===== config.mk =====
export PLATFORM = sky130hd
export DESIGN_NAME = execute_muldiv_unit
export DESIGN_NICKNAME = d
export VERILOG_FILES = /design/src/rtl/execute_muldiv_unit_pkg.sv /design/src/rtl/execute_muldiv_unit_iter.sv /design/src/rtl/execute_muldiv_unit.sv
export SDC_FILE = /design/constraint.sdc
export NUM_CORES = 1
export LEC_CHECK = 0
export ABC_CLOCK_PERIOD_IN_PS = 9000
export BUFFER_PORTS_ARGS = -buffer_cell sky130_fd_sc_hd__buf_2
export CORE_UTILIZATION = 60
export CTS_BUF_LIST = sky130_fd_sc_hd__clkbuf_2 sky130_fd_sc_hd__clkbuf_4 sky130_fd_sc_hd__clkbuf_8
export DETAILED_ROUTE_END_ITERATION = 12
export PLACE_DENSITY = 0.75
export SETUP_SLACK_MARGIN = 0.1
export SLEW_MARGIN = 15
export SYNTH_ARGS = -nofsm -noshare
export SYNTH_HDL_FRONTEND = slang
export SYNTH_HIERARCHICAL = 1
export SYNTH_SLANG_ARGS = --single-unit

===== constraint.sdc =====
create_clock -name CLK -period 9 [get_ports CLK]
set_input_delay 0.9 -clock CLK [delete_from_list [all_inputs] [get_ports CLK]]
set_output_delay 0.9 -clock CLK [all_outputs]
set_load 0.005 [all_outputs]

===== src/rtl/execute_muldiv_unit_pkg.sv =====
// Shared types and constants for the EX-stage iterative multiply/divide unit.
package execute_muldiv_unit_pkg;

    typedef enum logic [2:0] {
        OP_MUL    = 3'b000,
        OP_MULH   = 3'b001,
        OP_MULHSU = 3'b010,
        OP_MULHU  = 3'b011,
        OP_DIV    = 3'b100,
        OP_DIVU   = 3'b101,
        OP_REM    = 3'b110,
        OP_REMU   = 3'b111
    } muldiv_op_e;

    typedef enum logic [1:0] {
        IDLE = 2'd0,
        CALC = 2'd1,
        FIN  = 2'd2
    } muldiv_state_e;

    localparam logic [6:0] MULDIV_FUNCT7 = 7'b0000001;

endpackage


===== src/rtl/execute_muldiv_unit_iter.sv =====
// Shared 2*XLEN accumulator: one radix-2 shift-add (multiply) or restoring
// shift-subtract (divide) step per enabled cycle, operating on magnitudes.
module muldiv_iter_core #(
    parameter int XLEN = 32
) (
    input  logic              clk,
    input  logic              load,
    input  logic              step,
    input  logic              is_div,
    input  logic [XLEN-1:0]   a,
    input  logic [XLEN-1:0]   b,
    output logic [2*XLEN-1:0] acc_next
);

    logic [2*XLEN-1:0] acc;
    logic [XLEN-1:0]   m;
    logic [XLEN:0]     sum;
    logic [XLEN:0]     rem_sh;
    logic [XLEN:0]     diff;

    // Multiply: acc = {partial hi, remaining multiplier bits}.
    // Divide:   acc = {partial remainder, dividend bits shifting into quotient}.
    always_comb begin
        sum    = {1'b0, acc[2*XLEN-1:XLEN]} + {1'b0, m};
        rem_sh = acc[2*XLEN-1:XLEN-1];
        diff   = rem_sh - {1'b0, m};
        if (is_div) begin
            if (diff[XLEN])
                acc_next = {rem_sh[XLEN-1:0], acc[XLEN-2:0], 1'b0};
            else
                acc_next = {diff[XLEN-1:0], acc[XLEN-2:0], 1'b1};
        end else begin
            if (acc[0])
                acc_next = {sum, acc[XLEN-1:1]};
            else
                acc_next = {1'b0, acc[2*XLEN-1:1]};
        end
    end

    always_ff @(posedge clk) begin
        if (load) begin
            m   <= is_div ? b : a;
            acc <= {{XLEN{1'b0}}, (is_div ? a : b)};
        end else if (step) begin
            acc <= acc_next;
        end
    end

endmodule


===== src/rtl/execute_muldiv_unit.sv =====
// Iterative RV32M/RV64M multiply/divide unit for the EX stage; stalls the
// pipeline while iterating and pulses DONE with a registered RESULT/RD_out.
module execute_muldiv_unit
    import execute_muldiv_unit_pkg::*;
#(
    parameter int XLEN      = 32,
    parameter int TAG_W     = 5,
    parameter bit EARLY_OUT = 1'b1
) (
    input  logic             CLK,
    input  logic             RST,
    input  logic             EN,
    input  logic             FLUSH,
    input  logic             VALID_in,
    input  logic [2:0]       OP_in,
    input  logic [XLEN-1:0]  OP1_in,
    input  logic [XLEN-1:0]  OP2_in,
    input  logic [TAG_W-1:0] RD_in,
    output logic             STALL,
    output logic             BUSY,
    output logic             DONE,
    output logic [XLEN-1:0]  RESULT,
    output logic [TAG_W-1:0] RD_out
);

    localparam int CNT_W = $clog2(XLEN);
    localparam logic [XLEN-1:0] MIN_INT = {1'b1, {(XLEN-1){1'b0}}};

    muldiv_state_e     state;
    muldiv_op_e        op_in;
    muldiv_op_e        op_q;
    logic [CNT_W-1:0]  cnt;
    logic [TAG_W-1:0]  rd_q;
    logic              neg_q, rem_neg_q, dz_q;
    logic              done_q;

    logic              s1, s2, neg1, neg2, in_div, div_zero, sgn_ovf, early;
    logic [XLEN-1:0]   mag1, mag2, early_res, final_res, quo, rem;
    logic [2*XLEN-1:0] acc_next, prod;
    logic              accept, core_load, core_step, core_div;

    assign op_in  = muldiv_op_e'(OP_in);
    assign in_div = OP_in[2];

    always_comb begin
        s1        = (op_in == OP_MULH) || (op_in == OP_MULHSU) ||
                    (op_in == OP_DIV)  || (op_in == OP_REM);
        s2        = (op_in == OP_MULH) || (op_in == OP_DIV) || (op_in == OP_REM);
        neg1      = s1 & OP1_in[XLEN-1];
        neg2      = s2 & OP2_in[XLEN-1];
        mag1      = neg1 ? -OP1_in : OP1_in;
        mag2      = neg2 ? -OP2_in : OP2_in;
        div_zero  = in_div && (OP2_in == '0);
        sgn_ovf   = in_div && s2 && (OP1_in == MIN_INT) && (OP2_in == '1);
        early     = EARLY_OUT && (div_zero || sgn_ovf);
        // OP_in[1] selects the remainder among the divide ops
        if (div_zero)
            early_res = OP_in[1] ? OP1_in : '1;
        else
            early_res = OP_in[1] ? '0 : MIN_INT;
    end

    assign accept    = (state == IDLE) && VALID_in && !FLUSH;
    assign core_load = EN && !RST && accept;
    assign core_step = EN && !RST && (state == CALC);
    assign core_div  = (state == IDLE) ? in_div : op_q[2];

    muldiv_iter_core #(.XLEN(XLEN)) u_core (
        .clk      (CLK),
        .load     (core_load),
        .step     (core_step),
        .is_div   (core_div),
        .a        (mag1),
        .b        (mag2),
        .acc_next (acc_next)
    );

    // Sign fix-up applied to the value the last step produces, so RESULT is
    // ready on the same edge that enters FIN.
    always_comb begin
        prod = neg_q ? -acc_next : acc_next;
        quo  = neg_q ? -acc_next[XLEN-1:0] : acc_next[XLEN-1:0];
        rem  = rem_neg_q ? -acc_next[2*XLEN-1:XLEN] : acc_next[2*XLEN-1:XLEN];
        if (dz_q) quo = '1;
        case (op_q)
            OP_MUL:                      final_res = prod[XLEN-1:0];
            OP_MULH, OP_MULHSU, OP_MULHU: final_res = prod[2*XLEN-1:XLEN];
            OP_DIV, OP_DIVU:             final_res = quo;
            default:                     final_res = rem;
        endcase
    end

    always_ff @(posedge CLK) begin
        if (RST) begin
            state     <= IDLE;
            cnt       <= '0;
            op_q      <= OP_MUL;
            rd_q      <= '0;
            neg_q     <= 1'b0;
            rem_neg_q <= 1'b0;
            dz_q      <= 1'b0;
            done_q    <= 1'b0;
            RESULT    <= '0;
            RD_out    <= '0;
        end else if (EN) begin
            case (state)
                IDLE: begin
                    done_q <= 1'b0;
                    if (accept) begin
                        op_q      <= op_in;
                        rd_q      <= RD_in;
                        neg_q     <= neg1 ^ neg2;
                        rem_neg_q <= neg1;
                        dz_q      <= div_zero;
                        cnt       <= CNT_W'(XLEN-1);
                        if (early) begin
                            state  <= FIN;
                            done_q <= 1'b1;
                            RESULT <= early_res;
                            RD_out <= RD_in;
                        end else begin
                            state <= CALC;
                        end
                    end
                end
                CALC: begin
                    if (FLUSH) begin
                        state <= IDLE;
                    end else if (cnt == '0) begin
                        state  <= FIN;
                        done_q <= 1'b1;
                        RESULT <= final_res;
                        RD_out <= rd_q;
                    end else begin
                        cnt <= cnt - 1'b1;
                    end
                end
                default: begin
                    state  <= IDLE;
                    done_q <= 1'b0;
                end
            endcase
        end
    end

    assign STALL = ((state == IDLE) && VALID_in && !FLUSH) || (state == CALC);
    assign BUSY  = (state != IDLE);
    assign DONE  = done_q;

endmodule

==> run_results.csv <==
group,metric,value,unit
status,status,"finished clean",
finish,num_antenna_cells,0,
drt,route.detailed.drc,0,
global_route,grt_use_met2,73.2,%
cts,cts.sinks,152,
die,start_util,61.6,%
drt,ant_nets,0,
synth,ys_types,100,
finish,syn_to_final_growth,6.62,%
min_path,hold_class,"flip-flop to flip-flop",
setup_path,crit_chain,"inv_1 -> ha_1 -> fa_1 -> nand2b_1 -> a211oi_4 -> o2111ai_1 -> a21oi_2 -> mux2_4 -> nand2_4 -> mux2_2 -> a21oi_1 -> inv_1 -> nor4_1 -> nand4_1 -> o21ai_0 -> o21a_1 -> o21ai_0 -> a2111oi_1 -> o2bb2ai_1",
sta,finalHoldViolCount,0,
synth,synth_cells,2173,
synth,yosysSeqAreaShare,22.1,%
power,combPwrFrac,62.5,%
placement,placed_area,0.0174,mm^2
global_route,use_met3,11.8,%
cts,clock_latency,0.51,ns
synth,synth_enable_flop_cells,64,
drt,vias,18300,
synth,async_flop_share,0,%
setup_path,worst_path_max_delay_cell,"a2111oi_1",
setup_path,setup.worst_path.start_class,"flip-flop",
finish,fin_area,0.0178,mm^2
global_route,grt_pass1_wl,101000,um
global_route,grtUsageTotal,46.8,%
drt,vias_per_cell,7.12,
setup_path,slowest_delay,0.80,ns
cts,numCtsBuffers,17,
cts,cts.clk_slew.worst_paths,0.12,ns
synth,avgSynthCellArea,7.69,um^2
cts,htreeDepth,4,
sta,max_freq,154,MHz
global_route,use_met1,57.4,%
sta,setup_slack,2.51,ns
power,power_density,225,mW/mm^2
placement,post-dp-hpwl,51300,um
finish,fin_nets,2342,
power,ir_drop,149,uV
synth,synth-seq-cells,152,
die,die-area,0.0285,mm^2
synth,yosys_warnings,6,
cts,cts-resized-gates,0,
cts,cts_buffer_depth,2,
drt,first_pass_iters,7,
sta,tns,0,ns
sta,finalSetupViolCount,0,
sta,clock-skew-final,0.0320,ns
flow_run,max-cap-violations,0,
finish,final_common_cell,"nor2_1",
global_route,grt_max_degree,97,
sta,rsz0062_at_grt,"false",
global_route,antenna_found_initial,3,
setup_path,worstSetupPathType,"flip-flop to flip-flop",
power,power_leakage,6.76,nW
power,swShare,52.7,%
drt,routed_wl,67100,um
global_route,top_usage_layer,"met2",
drt,drt_iter0_drc,2712,
placement,pre_cts_ws,2.47,ns
die,die_x,169,um
power,switchingPower,2.11,mW
die,rows,60,
sta,relSlewSlack,25.8,%
drt,wire_per_inst,26.0,um
die,core_area,0.0271,mm^2
global_route,grt_pass1_vias,16800,
setup_path,cp.arrival,6.86,ns
synth,netlist_area,0.0167,mm^2
cts,cts_root_buf,"clkbuf_8",
setup_path,endpoint_kind,"flip-flop",
synth,syn-num-nets,2323,
die,boundaryPins,117,
power,finalPower,4.01,mW
sta,maxSlewViolCount,0,
cts,cts_tree,"done",
setup_path,required,9.37,ns
die,die-height,169,um
sta,finalCritPeriodShare,72.1,%
sta,min_period,6.49,ns
placement,place.gp.congestion,1.06,
power,seq_power_share,22.9,%
finish,layout_common_cells,"nor2_1 (228), a21oi_1 (173), nand2_1 (166)",
sta,tightest_slew,1.10,ns
power,p_int,1.90,mW
power,clock_power_share,14.6,%
setup_path,cp_max_fo,19,
placement,port_buffers,116,
cts,cts_hold_buf,0,
cts,post_cts_buffers,0,
global_route,grt-ovfl-total,0,
synth,ys.flop_type,"dfxtp_1",
finish,layout-drive-gt1-share,13.9,%
[synth_stat cells, types with 16 or more instances]
library cell / number / area (um^2)
clkbuf_1: 109 / 409
nand2b_1: 48 / 300
nor3_1: 57 / 285
o211ai_1: 21 / 158
a31oi_1: 21 / 131
buf_1: 16 / 60.1
a21oi_1: 173 / 866
edfxtp_1: 64 / 1920
nand3_1: 49 / 245
mux2_2: 69 / 777
o21ai_0: 127 / 636
dfxtp_1: 88 / 1760
xnor2_1: 82 / 718
a21o_1: 40 / 300
nor4_1: 39 / 244
a211oi_1: 62 / 465
o31ai_1: 34 / 255
inv_1: 73 / 274
or3_1: 17 / 106
mux2i_1: 61 / 611
nand4_1: 42 / 263
nor2b_1: 26 / 163
xor2_1: 67 / 587
nand2_1: 166 / 623
or4_1: 23 / 173
o41ai_1: 17 / 149
nor3b_1: 16 / 120
ha_1: 71 / 888
nor2_1: 229 / 860
[worst paths after layout]
check	start	depth (start not counted)	end	slack, ns
worst max register to register	u_core/acc[31]	19	RESULT[21]	2.51
worst min register to register	rd_q[4]	2	rd_q[4]	0.46
worst max-delay path	u_core/acc[31]	19	RESULT[21]	2.51
worst min-delay path	rd_q[4]	2	rd_q[4]	0.46
[layer usage]
| layer | up-vias | routed length (um) |
|---|---|---|
| met5 | - | 13 |
| met4 | 2 | 5240 |
| met3 | 341 | 8020 |
| met2 | 1313 | 29000 |
| met1 | 8481 | 24800 |
| li1 | 8206 | - |
[state kept, by name (all words and copies together), names as in the netlist]
signal / count
u_core/acc: 64
RESULT: 32
u_core/m: 32
RD_out: 5
cnt: 5
rd_q: 5
op_q: 3
state: 2
DONE: 1
dz_q: 1
neg_q: 1
rem_neg_q: 1
[metrics by stage]
step | utilization [%] | hold slack (ns) | cells
2_1_floorplan | - | 0.436 | 2173
3_3_place_gp | 64.2 | 0.441 | 2545
3_5_place_dp | 64.2 | 0.449 | 2545
4_1_cts | 65.7 | 0.463 | 2577
5_1_grt | 65.7 | 0.490 | 2577
6_report | 65.7 | 0.461 | 2577
[power groups by stage]
stage	sequential [mW]	combinational (mW)	clock, mW
after floorplan	0.883	1.78	0
after global routing	0.926	2.67	0.603
after CTS	0.912	2.40	0.574
after detailed placement	0.928	2.38	0
final	0.918	2.50	0.583
after global placement	0.924	2.36	0
[cell families (layout without fill, tap and decap cells)]
kind of cell	Yosys count	in the layout	share of synthesized area [%]
compound gates	678	678	27.8
fa+ha+maj	73	73	5.56
simple gates	769	769	22.9
flops	152	152	22.1
buf+inv	221	253	5.43
xor+xnor	149	149	7.81
mux	131	131	8.40
[layout make-up]
class / instances / area (um^2)
well taps: 372 / 465
flip-flops and latches: 152 / 3680
inverters: 75 / 282
multi-input cells: 1800 / 12200
clock inverters: 15 / 184
fillers: 2394 / 9290
clock buffers: 17 / 234
repair buffers: 146 / 806
[critical path: cells and delay by family (launching register included)]
kind            cells  cell delay (ns)
compound gates      9             2.72
fa+ha+maj           2             0.62
buf+inv             2             0.33
flops               1             0.38
mux                 2             0.73
simple gates        4             1.59
Power figures use the tool's default switching activity.
